`src/rtl/l2_flush_engine.sv`:
```
// L2 flush/writeback sequencer: walks every set/way, writes back owned words
// through req_out, then invalidates the line. Way is the inner loop.
module l2_flush_engine #(
  parameter int SETS     = 256,
  parameter int WAYS     = 8,
  parameter int WORDS    = 4,
  parameter int TAG_BITS = 20,
  parameter int CNT_W    = 16,
  localparam int SET_BITS = $clog2(SETS),
  localparam int WAY_BITS = $clog2(WAYS)
) (
  input  logic                         clk,
  input  logic                         rst,
  input  logic                         flush_valid,
  input  logic                         flush_mode,
  output logic                         flush_ready,
  input  logic                         pause,
  output logic                         lmem_rd_en,
  output logic                         lmem_wr_en,
  output logic [SET_BITS-1:0]          lmem_set,
  output logic [WAY_BITS-1:0]          lmem_way,
  input  logic [TAG_BITS-1:0]          lmem_rd_tag,
  input  logic                         lmem_rd_hprot,
  input  logic [WORDS-1:0]             lmem_rd_owned,
  input  logic [WORDS-1:0]             lmem_rd_present,
  output logic                         req_out_valid,
  input  logic                         req_out_ready,
  output logic [TAG_BITS+SET_BITS-1:0] req_out_addr,
  output logic [WORDS-1:0]             req_out_mask,
  output logic                         busy,
  output logic                         flush_done,
  output logic [CNT_W-1:0]             wb_cnt
);

  typedef enum logic [2:0] {IDLE, RD, CHK, WB, INV, ADV, DONE} state_t;

  localparam logic [SET_BITS-1:0] SET_LAST = SET_BITS'(SETS - 1);
  localparam logic [WAY_BITS-1:0] WAY_LAST = WAY_BITS'(WAYS - 1);

  state_t              state;
  state_t              state_nxt;
  logic                mode_q;
  logic [SET_BITS-1:0] set_q;
  logic [WAY_BITS-1:0] way_q;
  logic                eligible;
  logic                need_wb;
  logic                need_inv;

  function automatic logic [CNT_W-1:0] sat_inc(input logic [CNT_W-1:0] v);
    return (&v) ? v : v + 1'b1;
  endfunction

  assign eligible   = mode_q | lmem_rd_hprot;
  assign need_wb    = eligible & (|lmem_rd_owned);
  assign need_inv   = eligible & (|lmem_rd_present);
  assign lmem_set   = set_q;
  assign lmem_way   = way_q;
  // Read strobe must drop in the very cycle pause rises, so it is decoded, not registered.
  assign lmem_rd_en = (state == RD) && !pause;

  always_comb begin
    state_nxt = state;
    case (state)
      IDLE: if (flush_valid) state_nxt = RD;
      RD:   if (!pause) state_nxt = CHK;
      CHK:  begin
        if (need_wb)       state_nxt = WB;
        else if (need_inv) state_nxt = INV;
        else               state_nxt = ADV;
      end
      WB:   if (req_out_ready) state_nxt = INV;
      INV:  state_nxt = ADV;
      ADV:  state_nxt = (way_q == WAY_LAST && set_q == SET_LAST) ? DONE : RD;
      DONE: state_nxt = IDLE;
      default: state_nxt = IDLE;
    endcase
  end

  always_ff @(posedge clk or negedge rst) begin
    if (!rst) begin
      state         <= IDLE;
      mode_q        <= 1'b0;
      set_q         <= '0;
      way_q         <= '0;
      wb_cnt        <= '0;
      flush_ready   <= 1'b1;
      busy          <= 1'b0;
      flush_done    <= 1'b0;
      lmem_wr_en    <= 1'b0;
      req_out_valid <= 1'b0;
    end else begin
      state         <= state_nxt;
      flush_ready   <= (state_nxt == IDLE);
      busy          <= (state_nxt != IDLE);
      flush_done    <= (state_nxt == DONE);
      lmem_wr_en    <= (state_nxt == INV);
      req_out_valid <= (state_nxt == WB);
      if (state == IDLE && flush_valid) begin
        mode_q <= flush_mode;
        set_q  <= '0;
        way_q  <= '0;
        wb_cnt <= '0;
      end
      if (state == WB && req_out_ready) wb_cnt <= sat_inc(wb_cnt);
      if (state == ADV) begin
        if (way_q == WAY_LAST) begin
          way_q <= '0;
          set_q <= set_q + 1'b1;
        end else begin
          way_q <= way_q + 1'b1;
        end
      end
    end
  end

  // Writeback payload is captured at CHK and held untouched through WB.
  always_ff @(posedge clk) begin
    if (state == CHK && need_wb) begin
      req_out_addr <= {lmem_rd_tag, set_q};
      req_out_mask <= lmem_rd_owned;
    end
  end

endmodule

```
`config.mk`:
```
export PLATFORM = sky130hd
export DESIGN_NAME = l2_flush_engine
export DESIGN_NICKNAME = d
export VERILOG_FILES = /design/src/rtl/l2_flush_engine.sv
export SDC_FILE = /design/constraint.sdc
export NUM_CORES = 1
export LEC_CHECK = 0
export CAP_MARGIN = 20
export CORE_ASPECT_RATIO = 0.6
export CORE_MARGIN = 2
export CORE_UTILIZATION = 49
export DETAILED_ROUTE_END_ITERATION = 8
export PLACE_DENSITY = 0.89
export SETUP_SLACK_MARGIN = 0.02
export SLEW_MARGIN = 5
export SYNTH_ARGS = -nofsm -noshare
export SYNTH_HDL_FRONTEND = slang
export SYNTH_SLANG_ARGS = --single-unit
```
`constraint.sdc`:
```
create_clock -name clk -period 7.8 [get_ports clk]
set_input_delay 1.95 -clock clk [delete_from_list [all_inputs] [get_ports clk]]
set_output_delay 1.95 -clock clk [all_outputs]
set_load 0.1 [all_outputs]
```
==> metrics.txt <==
delay-heaviest family, CP=buffers and inverters; status=finished, final reports clean; crit-path max cell delay=between 1 and 1.5 ns; Gate Count Post-Synth=231; Mapped Avg Cell Area=12.6 um2; Post-CTS Resized=0; post-synth cell types=52; synthesized flop and latch total=68; final setup TNS=0 ns; post-synthesis sequential area ratio=63.8%; Worst IR Drop VDD=0.000260 V; worst skew pair latency=about 0.35 ns; PwrDens=about 340 mW/mm2; WL final=between 7000 and 8000 um; clock slew at reported path FFs=~0.07 ns; Max clock buf depth=2; crit share post-route=72.5%; RSZ-0062 raised after global routing=no; Synth Flop Type=dfrtp_1; final hold vios=0; Die Y-Extent=63.8 um; Setup crit end kind=output pin; layout cells sized above 1=9.91%; initial antenna violation count=0; Iter 0 DRT Violations=between 100 and 150; antenna viol nets, final=0; CTS tree=built; Global Route Usage Sum=between 20% and 30%; Tmin final=~5.7 ns; Starting Density=51.5%; # Post-CTS Setup Buffers=0; Fin Clk Skew=0.00805 ns; Hold Crit Class=reg2reg; crit path kind=in2out; FP Rows=21; drc violations=0; pin count of the biggest net entering global routing=37; final net count=377; worst path bufs/invs=2; Post-synth EDFFs=32; Crit Path Max Fanout=2; Core Region=0.00568 mm2; Synthesized Nets=270; Worst EP required=roughly 5.9 ns; critical path's slowest cell=clkdlybuf4s50_1; gr ovfl total=0; Finished Layout Cells=423; via count=2383; FFs w/ async S/R, synth=52.9%; Final HPWL DP=5090 um; wire length per cell=17.9 um; final number of setup-violating endpoints=0; CTS Hold Buffers Added=0; Die Width=104 um; Placer Congestion=0.870; max-slew violations=0; worst slew pin tran=1.05 ns; Arrival @ worst endpoint=3.70 ns; die area=0.00661 mm2; clock root cell=clkbuf_8; diodes inserted=0; Post-Synthesis Cell Area=0.00292 mm2; Fin Hold WS=0.513 ns; area delta synth->final=45.5%; first-pass GRT wire length=about 12000 um; DP Cell Count=slightly above 400; H-tree levels=3; number of synthesis warnings=0; Pwr Total=1.44 mW; Startpoint Class=input port; total of max-cap violations=0; Max Fclk=0.177 GHz; TritonRoute pass-1 iters=5; CP dominant cell by count=clkdlybuf4s50_1; num ports=100; final core utilization=74.9%; vias in the first global route=2285; Rel. slew slack=30.0%; vias per std cell=5.63; IO Port Bufs=99; Pleak=1.67 nW; CTS Buf Count=9; worst-path cell chain=clkdlybuf4s50_1, nor3_1, clkdlybuf4s50_1; Clock Sinks=68
==> state kept, by name, summed over array words and instances, names as in the netlist <==
name           cells
mode_q             1
state              3
lmem_wr_en         1
wb_cnt            16
lmem_set           8
flush_done         1
lmem_way           3
req_out_valid      1
req_out_addr      28
req_out_mask       4
flush_ready        1
busy               1
==> power breakdown <==
group / switching (mW) / total, mW / internal (mW) / leakage (nW)
clock: 0.135 / 0.348 / 0.213 / 0.120
sequential: 0.0525 / 0.492 / 0.440 / 0.781
combinational: 0.446 / 0.595 / 0.149 / 0.769
total: 0.634 / 1.44 / 0.801 / 1.67
==> metal layers <==
| metal | share of wire [%] | routed length (um) | global-route usage, % | vias to the layer above |
|---|---|---|---|---|
| met5 | 0 | 0 | 0 | - |
| met4 | 1.8 | 135 | 8.78 | 0 |
| met3 | 7.2 | 549 | 8.37 | 13 |
| met2 | 47 | 3530 | 39.0 | 120 |
| met1 | 44 | 3360 | 32.4 | 1156 |
| li1 | - | - | - | 1094 |
==> placed cells by master, fill, tap and decap left out, drive strengths merged, types with 6 or more instances in the layout <==
master and instances:
clkdlybuf4s50 99, dfrtp 35, edfxtp 32, nand2 27, nand3 16, nor2 10, clkbuf 10, nand4 10
mux2i 8, a21oi 8, o21ai 8, or3 7, nor2b 6, nor3 6
==> metrics by stage <==
stage	worst slack [ns]	instance area, um2
2_1_floorplan	1.84	2920
3_3_place_gp	2.17	4010
3_5_place_dp	2.16	4010
4_1_cts	2.15	4250
5_1_grt	2.10	4250
6_report	2.15	4250
==> area by class of cell <==
class                      instances  area, um2
fill                             383       1430
multi-input combinational        155       1020
sequential                        68       1860
tap                               80        100
timing repair buffer             102       1010
clock buffer                      10        128
inverter                           2       7.51
clock inverter                     6        113
==> kinds of logic after synthesis <==
kind of cell / count (synthesis) / share of synthesized area (%)
buf+inv: 8 / 1.33
simple gates: 105 / 21.3
compound gates: 38 / 9.13
flops: 68 / 63.8
mux: 8 / 2.74
fa+ha+maj: 4 / 1.71
==> Yosys cell counts, drive strengths merged (2+ instances only) <==
cell / instances / share of area, %
o21ai: 8 / 1.4
or2: 4 / 0.86
buf: 3 / 0.69
edfxtp: 32 / 33
ha: 4 / 1.7
nor2b: 6 / 1.3
o22ai: 2 / 0.43
or4: 3 / 0.90
inv: 2 / 0.26
o311ai: 3 / 0.90
dfrtp: 35 / 30
a21oi: 8 / 1.4
nor2: 10 / 1.3
or3: 7 / 1.5
o31ai: 4 / 1.0
o211ai: 3 / 0.77
nand4: 10 / 2.9
nand3: 16 / 2.9
mux2i: 8 / 2.7
nand2: 27 / 3.5
nor3: 6 / 1.2
nor4: 4 / 1.4
o41ai: 3 / 1.2
clkbuf: 3 / 0.39
nand2b: 4 / 0.86
and4b: 2 / 0.69
==> worst register-to-register path: cells and delay by family, from the launching register on <==
family	cells	cell delay [ns]
flip-flops	1	0.54
AO/OA/AOI/OAI	2	0.35
AND/OR/NAND/NOR	2	1.02
==> final timing paths <==
check	cells past startpoint	slack [ns]	start	endpoint
worst max-delay path	3	2.15	pause	lmem_rd_en
worst min-delay path	2	0.51	mode_q$_DFFE_PN0P_	mode_q$_DFFE_PN0P_
worst max register to register	4	5.76	state[0]$_DFF_PN0_	wb_cnt[6]$_DFFE_PN0P_
worst min register to register	2	0.51	mode_q$_DFFE_PN0P_	mode_q$_DFFE_PN0P_
max in group asynchronous	2	5.43	rst	flush_ready$_DFF_PN1_
min in group asynchronous	2	2.01	rst	wb_cnt[8]$_DFFE_PN0P_
No activity file was read; power rests on OpenSTA's default activity.
